`config.mk`:
```
export PLATFORM = sky130hd
export DESIGN_NAME = vscale_hasti_arbiter
export DESIGN_NICKNAME = d
export VERILOG_FILES = /design/src/rtl/vscale_hasti_arbiter_pkg.sv /design/src/rtl/vscale_hasti_arb_hold.sv /design/src/rtl/vscale_hasti_arbiter.sv
export SDC_FILE = /design/constraint.sdc
export NUM_CORES = 1
export LEC_CHECK = 0
export ABC_AREA = 1
export BUFFER_PORTS_ARGS = -buffer_cell sky130_fd_sc_hd__buf_2
export CAP_MARGIN = 40
export CORE_AREA = 3 3 123 125
export CTS_CLUSTER_DIAMETER = 150
export DETAILED_ROUTE_END_ITERATION = 10
export DIE_AREA = 0 0 126 128
export PLACE_DENSITY_LB_ADDON = 0.1
export SLEW_MARGIN = 10
export SYNTH_ARGS = -nofsm -noshare
export SYNTH_HDL_FRONTEND = slang
export SYNTH_SLANG_ARGS = --single-unit
```
`constraint.sdc`:
```
create_clock -name clk -period 3.28 [get_ports clk]
set_input_delay 0.164 -clock clk [delete_from_list [all_inputs] [get_ports clk]]
set_output_delay 0.164 -clock clk [all_outputs]
set_load 0.01 [all_outputs]
```
`src/rtl/vscale_hasti_arbiter_pkg.sv`:
```
// -----------------------------------------------------------------------------
// vscale_hasti_arbiter_pkg
// Shared HASTI (AHB-Lite) constants and helpers for the two-master arbiter:
// bus widths, transfer/response/burst/protection encodings, the arbitration
// mode selectors and a master identifier type.
// -----------------------------------------------------------------------------
package vscale_hasti_arbiter_pkg;

  localparam int HASTI_ADDR_WIDTH  = 32;
  localparam int HASTI_BUS_WIDTH   = 32;
  localparam int HASTI_SIZE_WIDTH  = 3;
  localparam int HASTI_TRANS_WIDTH = 2;
  localparam int HASTI_RESP_WIDTH  = 1;
  localparam int HASTI_BURST_WIDTH = 3;
  localparam int HASTI_PROT_WIDTH  = 4;

  localparam logic [HASTI_TRANS_WIDTH-1:0] HASTI_TRANS_IDLE   = 2'd0;
  localparam logic [HASTI_TRANS_WIDTH-1:0] HASTI_TRANS_BUSY   = 2'd1;
  localparam logic [HASTI_TRANS_WIDTH-1:0] HASTI_TRANS_NONSEQ = 2'd2;
  localparam logic [HASTI_TRANS_WIDTH-1:0] HASTI_TRANS_SEQ    = 2'd3;

  localparam logic [HASTI_RESP_WIDTH-1:0] HASTI_RESP_OKAY  = 1'b0;
  localparam logic [HASTI_RESP_WIDTH-1:0] HASTI_RESP_ERROR = 1'b1;

  localparam logic [HASTI_BURST_WIDTH-1:0] HASTI_BURST_SINGLE   = 3'd0;
  localparam logic                         HASTI_MASTER_NO_LOCK = 1'b0;
  localparam logic [HASTI_PROT_WIDTH-1:0]  HASTI_NO_PROT        = 4'd0;

  // Arbitration mode selectors for the ARB_MODE parameter.
  localparam int HASTI_ARB_FIXED = 0;
  localparam int HASTI_ARB_RR    = 1;

  typedef enum logic {
    MASTER_0 = 1'b0,
    MASTER_1 = 1'b1
  } master_e;

  function automatic master_e other_master(master_e m);
    return (m == MASTER_0) ? MASTER_1 : MASTER_0;
  endfunction

  function automatic logic is_request(logic [HASTI_TRANS_WIDTH-1:0] trans);
    return trans != HASTI_TRANS_IDLE;
  endfunction

endpackage

```
`src/rtl/vscale_hasti_arb_hold.sv`:
```
// -----------------------------------------------------------------------------
// vscale_hasti_arb_hold
// Per-master response hold buffer. Keeps the read data and response of a
// completed data phase whose master could not be told yet because its next
// address lost arbitration.
// Ports:
//   clk, reset      clock, synchronous active-low reset
//   capture         latch capture_data/capture_resp and mark valid
//   clear           drop the held response (master has taken it)
//   capture_data    slave read data to keep
//   capture_resp    slave response to keep
//   valid/data/resp held contents
// -----------------------------------------------------------------------------
module vscale_hasti_arb_hold
  import vscale_hasti_arbiter_pkg::*;
(
  input  logic                        clk,
  input  logic                        reset,
  input  logic                        capture,
  input  logic                        clear,
  input  logic [HASTI_BUS_WIDTH-1:0]  capture_data,
  input  logic [HASTI_RESP_WIDTH-1:0] capture_resp,
  output logic                        valid,
  output logic [HASTI_BUS_WIDTH-1:0]  data,
  output logic [HASTI_RESP_WIDTH-1:0] resp
);

  // Capture wins over clear; the arbiter never asserts both for one master
  // in the same cycle, so the order only matters for robustness.
  always_ff @(posedge clk) begin
    if (!reset) begin
      valid <= 1'b0;
      data  <= '0;
      resp  <= HASTI_RESP_OKAY;
    end else if (capture) begin
      valid <= 1'b1;
      data  <= capture_data;
      resp  <= capture_resp;
    end else if (clear) begin
      valid <= 1'b0;
    end
  end

endmodule

```
`src/rtl/vscale_hasti_arbiter.sv`:
```
// -----------------------------------------------------------------------------
// vscale_hasti_arbiter
// Two-master, one-slave HASTI arbiter: m0 (instruction fetch) and m1 (data
// memory) share one slave port. The address-phase owner is chosen with fixed
// priority (m1 wins) or round robin; the data-phase owner is tracked so read
// data, responses and write data go to the right master.
// Ports:
//   clk, reset                 clock, synchronous active-low reset
//   m0_*/m1_* inputs           master address phase and write data
//   m0_*/m1_* outputs          read data, ready and response per master
//   s_* outputs                muxed address phase, write data, constants
//   s_hrdata/s_hready/s_hresp  slave data-phase return
// -----------------------------------------------------------------------------
module vscale_hasti_arbiter
  import vscale_hasti_arbiter_pkg::*;
#(
  parameter int ARB_MODE = HASTI_ARB_RR
) (
  input  logic                         clk,
  input  logic                         reset,
  input  logic [HASTI_ADDR_WIDTH-1:0]  m0_haddr,
  input  logic                         m0_hwrite,
  input  logic [HASTI_SIZE_WIDTH-1:0]  m0_hsize,
  input  logic [HASTI_TRANS_WIDTH-1:0] m0_htrans,
  input  logic [HASTI_BUS_WIDTH-1:0]   m0_hwdata,
  output logic [HASTI_BUS_WIDTH-1:0]   m0_hrdata,
  output logic                         m0_hready,
  output logic [HASTI_RESP_WIDTH-1:0]  m0_hresp,
  input  logic [HASTI_ADDR_WIDTH-1:0]  m1_haddr,
  input  logic                         m1_hwrite,
  input  logic [HASTI_SIZE_WIDTH-1:0]  m1_hsize,
  input  logic [HASTI_TRANS_WIDTH-1:0] m1_htrans,
  input  logic [HASTI_BUS_WIDTH-1:0]   m1_hwdata,
  output logic [HASTI_BUS_WIDTH-1:0]   m1_hrdata,
  output logic                         m1_hready,
  output logic [HASTI_RESP_WIDTH-1:0]  m1_hresp,
  output logic [HASTI_ADDR_WIDTH-1:0]  s_haddr,
  output logic                         s_hwrite,
  output logic [HASTI_SIZE_WIDTH-1:0]  s_hsize,
  output logic [HASTI_TRANS_WIDTH-1:0] s_htrans,
  output logic [HASTI_BURST_WIDTH-1:0] s_hburst,
  output logic                         s_hmastlock,
  output logic [HASTI_PROT_WIDTH-1:0]  s_hprot,
  output logic [HASTI_BUS_WIDTH-1:0]   s_hwdata,
  input  logic [HASTI_BUS_WIDTH-1:0]   s_hrdata,
  input  logic                         s_hready,
  input  logic [HASTI_RESP_WIDTH-1:0]  s_hresp
);

  master_e sel, sel_q, last_q, down_q;
  logic    dv_q;
  logic    req0, req1, accept;
  logic    own0, own1, addr_ok0, addr_ok1;
  logic    hready0, hready1, capture0, capture1;
  logic    hold_valid0, hold_valid1;
  logic [HASTI_BUS_WIDTH-1:0]  hold_data0, hold_data1;
  logic [HASTI_RESP_WIDTH-1:0] hold_resp0, hold_resp1;
  logic [HASTI_RESP_WIDTH-1:0] resp0, resp1;

  assign req0 = is_request(m0_htrans);
  assign req1 = is_request(m1_htrans);

  // Address owner. While the slave stretches a data phase the address phase
  // on the bus must not change, so the previous owner is kept. With nobody
  // requesting the bus parks on the last granted master.
  always_comb begin
    sel = sel_q;
    if (s_hready) begin
      if (req0 && !req1) begin
        sel = MASTER_0;
      end else if (req1 && !req0) begin
        sel = MASTER_1;
      end else if (req0 && req1) begin
        sel = (ARB_MODE == HASTI_ARB_RR) ? other_master(last_q) : MASTER_1;
      end else begin
        sel = last_q;
      end
    end
  end

  assign accept = s_hready && ((sel == MASTER_0) ? req0 : req1);

  // Arbitration and data-phase tracking state.
  always_ff @(posedge clk) begin
    if (!reset) begin
      sel_q  <= MASTER_0;
      last_q <= MASTER_0;
      dv_q   <= 1'b0;
      down_q <= MASTER_0;
    end else begin
      sel_q <= sel;
      if (accept) begin
        dv_q   <= 1'b1;
        down_q <= sel;
        last_q <= sel;
      end else if (s_hready) begin
        dv_q <= 1'b0;
      end
    end
  end

  // Address phase straight from the owner, no added latency; reset forces
  // an IDLE transfer so the slave never sees a stray request.
  always_comb begin
    s_haddr  = (sel == MASTER_0) ? m0_haddr  : m1_haddr;
    s_hwrite = (sel == MASTER_0) ? m0_hwrite : m1_hwrite;
    s_hsize  = (sel == MASTER_0) ? m0_hsize  : m1_hsize;
    s_htrans = HASTI_TRANS_IDLE;
    if (reset) begin
      s_htrans = (sel == MASTER_0) ? m0_htrans : m1_htrans;
    end
  end

  assign s_hburst    = HASTI_BURST_SINGLE;
  assign s_hmastlock = HASTI_MASTER_NO_LOCK;
  assign s_hprot     = HASTI_NO_PROT;

  assign s_hwdata = !dv_q ? '0 : ((down_q == MASTER_0) ? m0_hwdata : m1_hwdata);

  // A master's address is "ok" when it is idle or currently owns the bus.
  // When its data phase completes but its next address lost, the result is
  // parked in the hold buffer and hready stays low until it wins.
  assign own0     = dv_q && (down_q == MASTER_0);
  assign own1     = dv_q && (down_q == MASTER_1);
  assign addr_ok0 = !req0 || (sel == MASTER_0);
  assign addr_ok1 = !req1 || (sel == MASTER_1);

  assign hready0 = hold_valid0 ? (!req0 || ((sel == MASTER_0) && s_hready))
                               : (s_hready && addr_ok0);
  assign hready1 = hold_valid1 ? (!req1 || ((sel == MASTER_1) && s_hready))
                               : (s_hready && addr_ok1);

  assign capture0 = own0 && s_hready && !addr_ok0;
  assign capture1 = own1 && s_hready && !addr_ok1;

  assign resp0 = hold_valid0 ? hold_resp0 : (own0 ? s_hresp : HASTI_RESP_OKAY);
  assign resp1 = hold_valid1 ? hold_resp1 : (own1 ? s_hresp : HASTI_RESP_OKAY);

  vscale_hasti_arb_hold u_hold0 (
    .clk          (clk),
    .reset        (reset),
    .capture      (capture0),
    .clear        (hready0),
    .capture_data (s_hrdata),
    .capture_resp (s_hresp),
    .valid        (hold_valid0),
    .data         (hold_data0),
    .resp         (hold_resp0)
  );

  vscale_hasti_arb_hold u_hold1 (
    .clk          (clk),
    .reset        (reset),
    .capture      (capture1),
    .clear        (hready1),
    .capture_data (s_hrdata),
    .capture_resp (s_hresp),
    .valid        (hold_valid1),
    .data         (hold_data1),
    .resp         (hold_resp1)
  );

  // During reset both masters see an idle, OKAY bus.
  assign m0_hready = !reset ? 1'b1 : hready0;
  assign m1_hready = !reset ? 1'b1 : hready1;
  assign m0_hresp  = !reset ? HASTI_RESP_OKAY : resp0;
  assign m1_hresp  = !reset ? HASTI_RESP_OKAY : resp1;
  assign m0_hrdata = hold_valid0 ? hold_data0 : s_hrdata;
  assign m1_hrdata = hold_valid1 ? hold_data1 : s_hrdata;

endmodule

```
==> impl_results.md <==
* Pleak at approximately 3.5 nW
* First-pass GRT wire length at 27430 µm
* Hold worst-path end: u_hold0.data[15]$_SDFFE_PN0P_
* Worst hold path class: input pin to flop
* Fmax at 0.4092 GHz
* Total number of vias at 5590
* Slew of the pin with the lowest slew margin at 0.7531 ns
* FFs w/ async S/R, synth at 0%
* Data arrival, critical path at ~2.3 ns
* Setup violations, final at 0
* Core area at 0.01399 mm²
* Post-DP HPWL at 13970 µm
* Die span in x at 126 µm
* Clock-pin slew of the registers on the worst-case setup and hold paths at 0.06 ns
* Hold Crit Start: s_hrdata[15]
* Outcome: finished, final reports clean
* CTS Hold Bufs at 0
* Xor/xnor share of the synthesized area at 0%
* Adder-cell share of the synthesized area at 0%
* TritonCTS clock tree: built
* Flop2flop setup slack at 1.19 ns
* ANT nets after route at 0
* DP Cell Count at 1210
* Non-Filler Instances at 1228
* Critical path peak fanout at 29
* Initial Util at 31.94%
* Post-CTS Setup Bufs at 0
* VDD IR-drop max at 0.2201 mV
* Vias in the first global route at 5034
* Fin. max-slew vios at 0
* Largest net degree at the start of global routing at 40
* Core Rows at 43
* Clk buf depth at 2
* Minimum clock period at 2.444 ns
* Cell Area, Placed at 0.006086 mm²
* Area share of the largest cell type after synthesis at 31.81%
* Layout cells sized above 1 at 33.37%
* Clk_skew at 0.006325 ns
* Placer Congestion at ~0.86
* Synth top cells by count: nand2_1 (292), nor2_1 (73), inv_1 (72), dfxtp_1 (71), o21ai_0 (67)
* Mean Syn Cell Area at 5.902 µm²
* Clk_lat worst skew at 0.33 ns
* Fill cells at 1534
* Reg2reg end: u_hold1.data[20]$_SDFFE_PN0P_
* Rel. slew slack at 49.79%
* GR Util All Layers at 21.08%
* RSZ-0062 raised after global routing: false
* CTS root buffer: clkbuf_16
* Grt ovf at 0
* IO Pins at 322
* Worst reg2reg startpoint: down_q$_SDFFE_PN0P_
* Seq/Total Area, Yosys at 31.81%
* Reg2reg path depth at 7
* Largest family of logic cells by synthesized area: simple AND/OR/NAND/NOR gates
* Post-synthesis compound-gate area fraction at 18.51%
* Routed vias/inst at 4.552
* Synth warn at 0
* Setup_tns at 0 ns
* Cts repair resizes at 0
* CTS Buf Count at 9
* Die Height at 128 µm
* Cell Pwr Density at 383.1 mW/mm²
* Top FF cell, synth: dfxtp_1
* Drt total wl at 18540 µm
* CTS H-tree lvls at 3
* Yosys reg bits at 71
* Area leader, netlist: dfxtp_1
* Fin nets at about 1200
* Critical path class: flop to output port
* Critical Path RT at around 3.1 ns
* DR pass1 iterations at 5
* DRC violation count after routing at 0
* Port bufs at about 310
* Largest cells by area after synthesis: dfxtp_1 (32%), nand2_1 (25%), o21ai_0 (7.5%)
* Max-cap violations at 0
* Top-count cell post-synth: nand2_1
* CTS Sinks at 71
* DR iter-0 viols at ~340
* Startpoint Class: flop
* Design area at 0.006369 mm²
* Fin crit share at 74.50%
* Initial antenna violation count at 2
* Simple-gate portion of the synthesized area at between 30% and 40%
* Endpoint class of the critical path: output port
* Die area at approximately 0.016 mm²
* Hold Path Depth at 3
* Area grow syn2layout at 42.54%
* Synth Cell Area at 0.004468 mm²
* Wire per inst at 15.10 µm
* Final hold vios at 0
* Distinct cells, synth at 22
* Cells after synthesis at approximately 760
* Number of flops mapped to enable cells by yosys at 0
* Mux contribution to synthesized area at 0%
power breakdown:
| group | switching (mW) | leakage [nW] | total, mW | internal (mW) |
|---|---|---|---|---|
| clock network | 0.362 | 0.136 | 0.913 | 0.551 |
| registers | 0.0143 | 0.575 | 0.899 | 0.884 |
| logic | 0.376 | 2.79 | 0.628 | 0.252 |
critical path, stage by stage, from the launching register on:
cell and delay [ns]:
dfxtp_1 0.40, inv_1 0.10, o21ai_1 0.08, nand3_1 0.11, nand2_2 0.42, buf_4 0.35, o21ai_0 0.10, a21oi_1 0.20
buf_2 0.19
worst max-delay path by stage:
stage	startpoint	to	slack, ns	cells after the start
floorplan	down_q$_SDFFE_PN0P_	s_haddr[10]	1.93	8
detailed placement	down_q$_SDFFE_PN0P_	u_hold1.data[26]$_SDFFE_PN0P_	1.16	7
finish	down_q$_SDFFE_PN0P_	s_htrans[0]	0.84	8
CTS	down_q$_SDFFE_PN0P_	s_htrans[0]	0.80	8
global placement	down_q$_SDFFE_PN0P_	s_htrans[0]	1.22	8
global route	down_q$_SDFFE_PN0P_	s_htrans[0]	0.62	8
routing by layer:
layer	wire length, µm	global-route usage (%)	part of all wire (%)
met4	71	3.028	0.38
met3	2007	8.292	11
met2	8121	31.52	44
met1	8309	29.44	45
met5	27	0	0.15
metrics by stage:
step	utilization, %	setup WS [ns]	power, mW	hold slack (ns)
floorplan	-	1.928	1.241	0.2989
global placement	43.31	1.221	1.545	0.4296
detailed placement	43.51	1.163	1.545	0.4339
CTS	45.49	0.8035	2.468	0.08097
global route	45.49	0.6185	2.563	0.09820
finish	45.53	0.8364	2.440	0.09413
layout by cell type (no fill, tap or decap), types with 8 or more instances in the layout:
cell / instances
buf_2: 313
nand2_1: 292
nor2_1: 73
inv_1: 72
dfxtp_1: 69
o21ai_0: 67
a21oi_1: 39
nand3_1: 38
a22o_1: 32
buf_4: 13
clkbuf_16: 9
conb_1: 8
final cells by class:
type | count | area, µm² | area share (%)
diodes | 2 | 5.005 | 0.07859
well taps | 180 | 225.2 | 3.536
clock buffers | 13 | 260.3 | 4.086
inverters | 73 | 274.0 | 4.303
multi-input cells | 559 | 2471 | 38.80
flip-flops and latches | 71 | 1424 | 22.36
repair buffers | 327 | 1692 | 26.56
clock inverters | 3 | 17.52 | 0.2750
registers in the layout, summed over array words and instances (netlist names):
| signal | count |
|---|---|
| down_q | 1 |
| dv_q | 1 |
| sel_q | 1 |
| u_hold0.data | 32 |
| u_hold0.resp | 1 |
| u_hold0.valid | 1 |
| u_hold1.data | 32 |
| u_hold1.resp | 1 |
| u_hold1.valid | 1 |
cell families after synthesis:
group,count (synthesis)
compound gates,141
buf+inv,134
flops,71
other cells,1
simple gates,410
(Power assumes the default switching activity.)
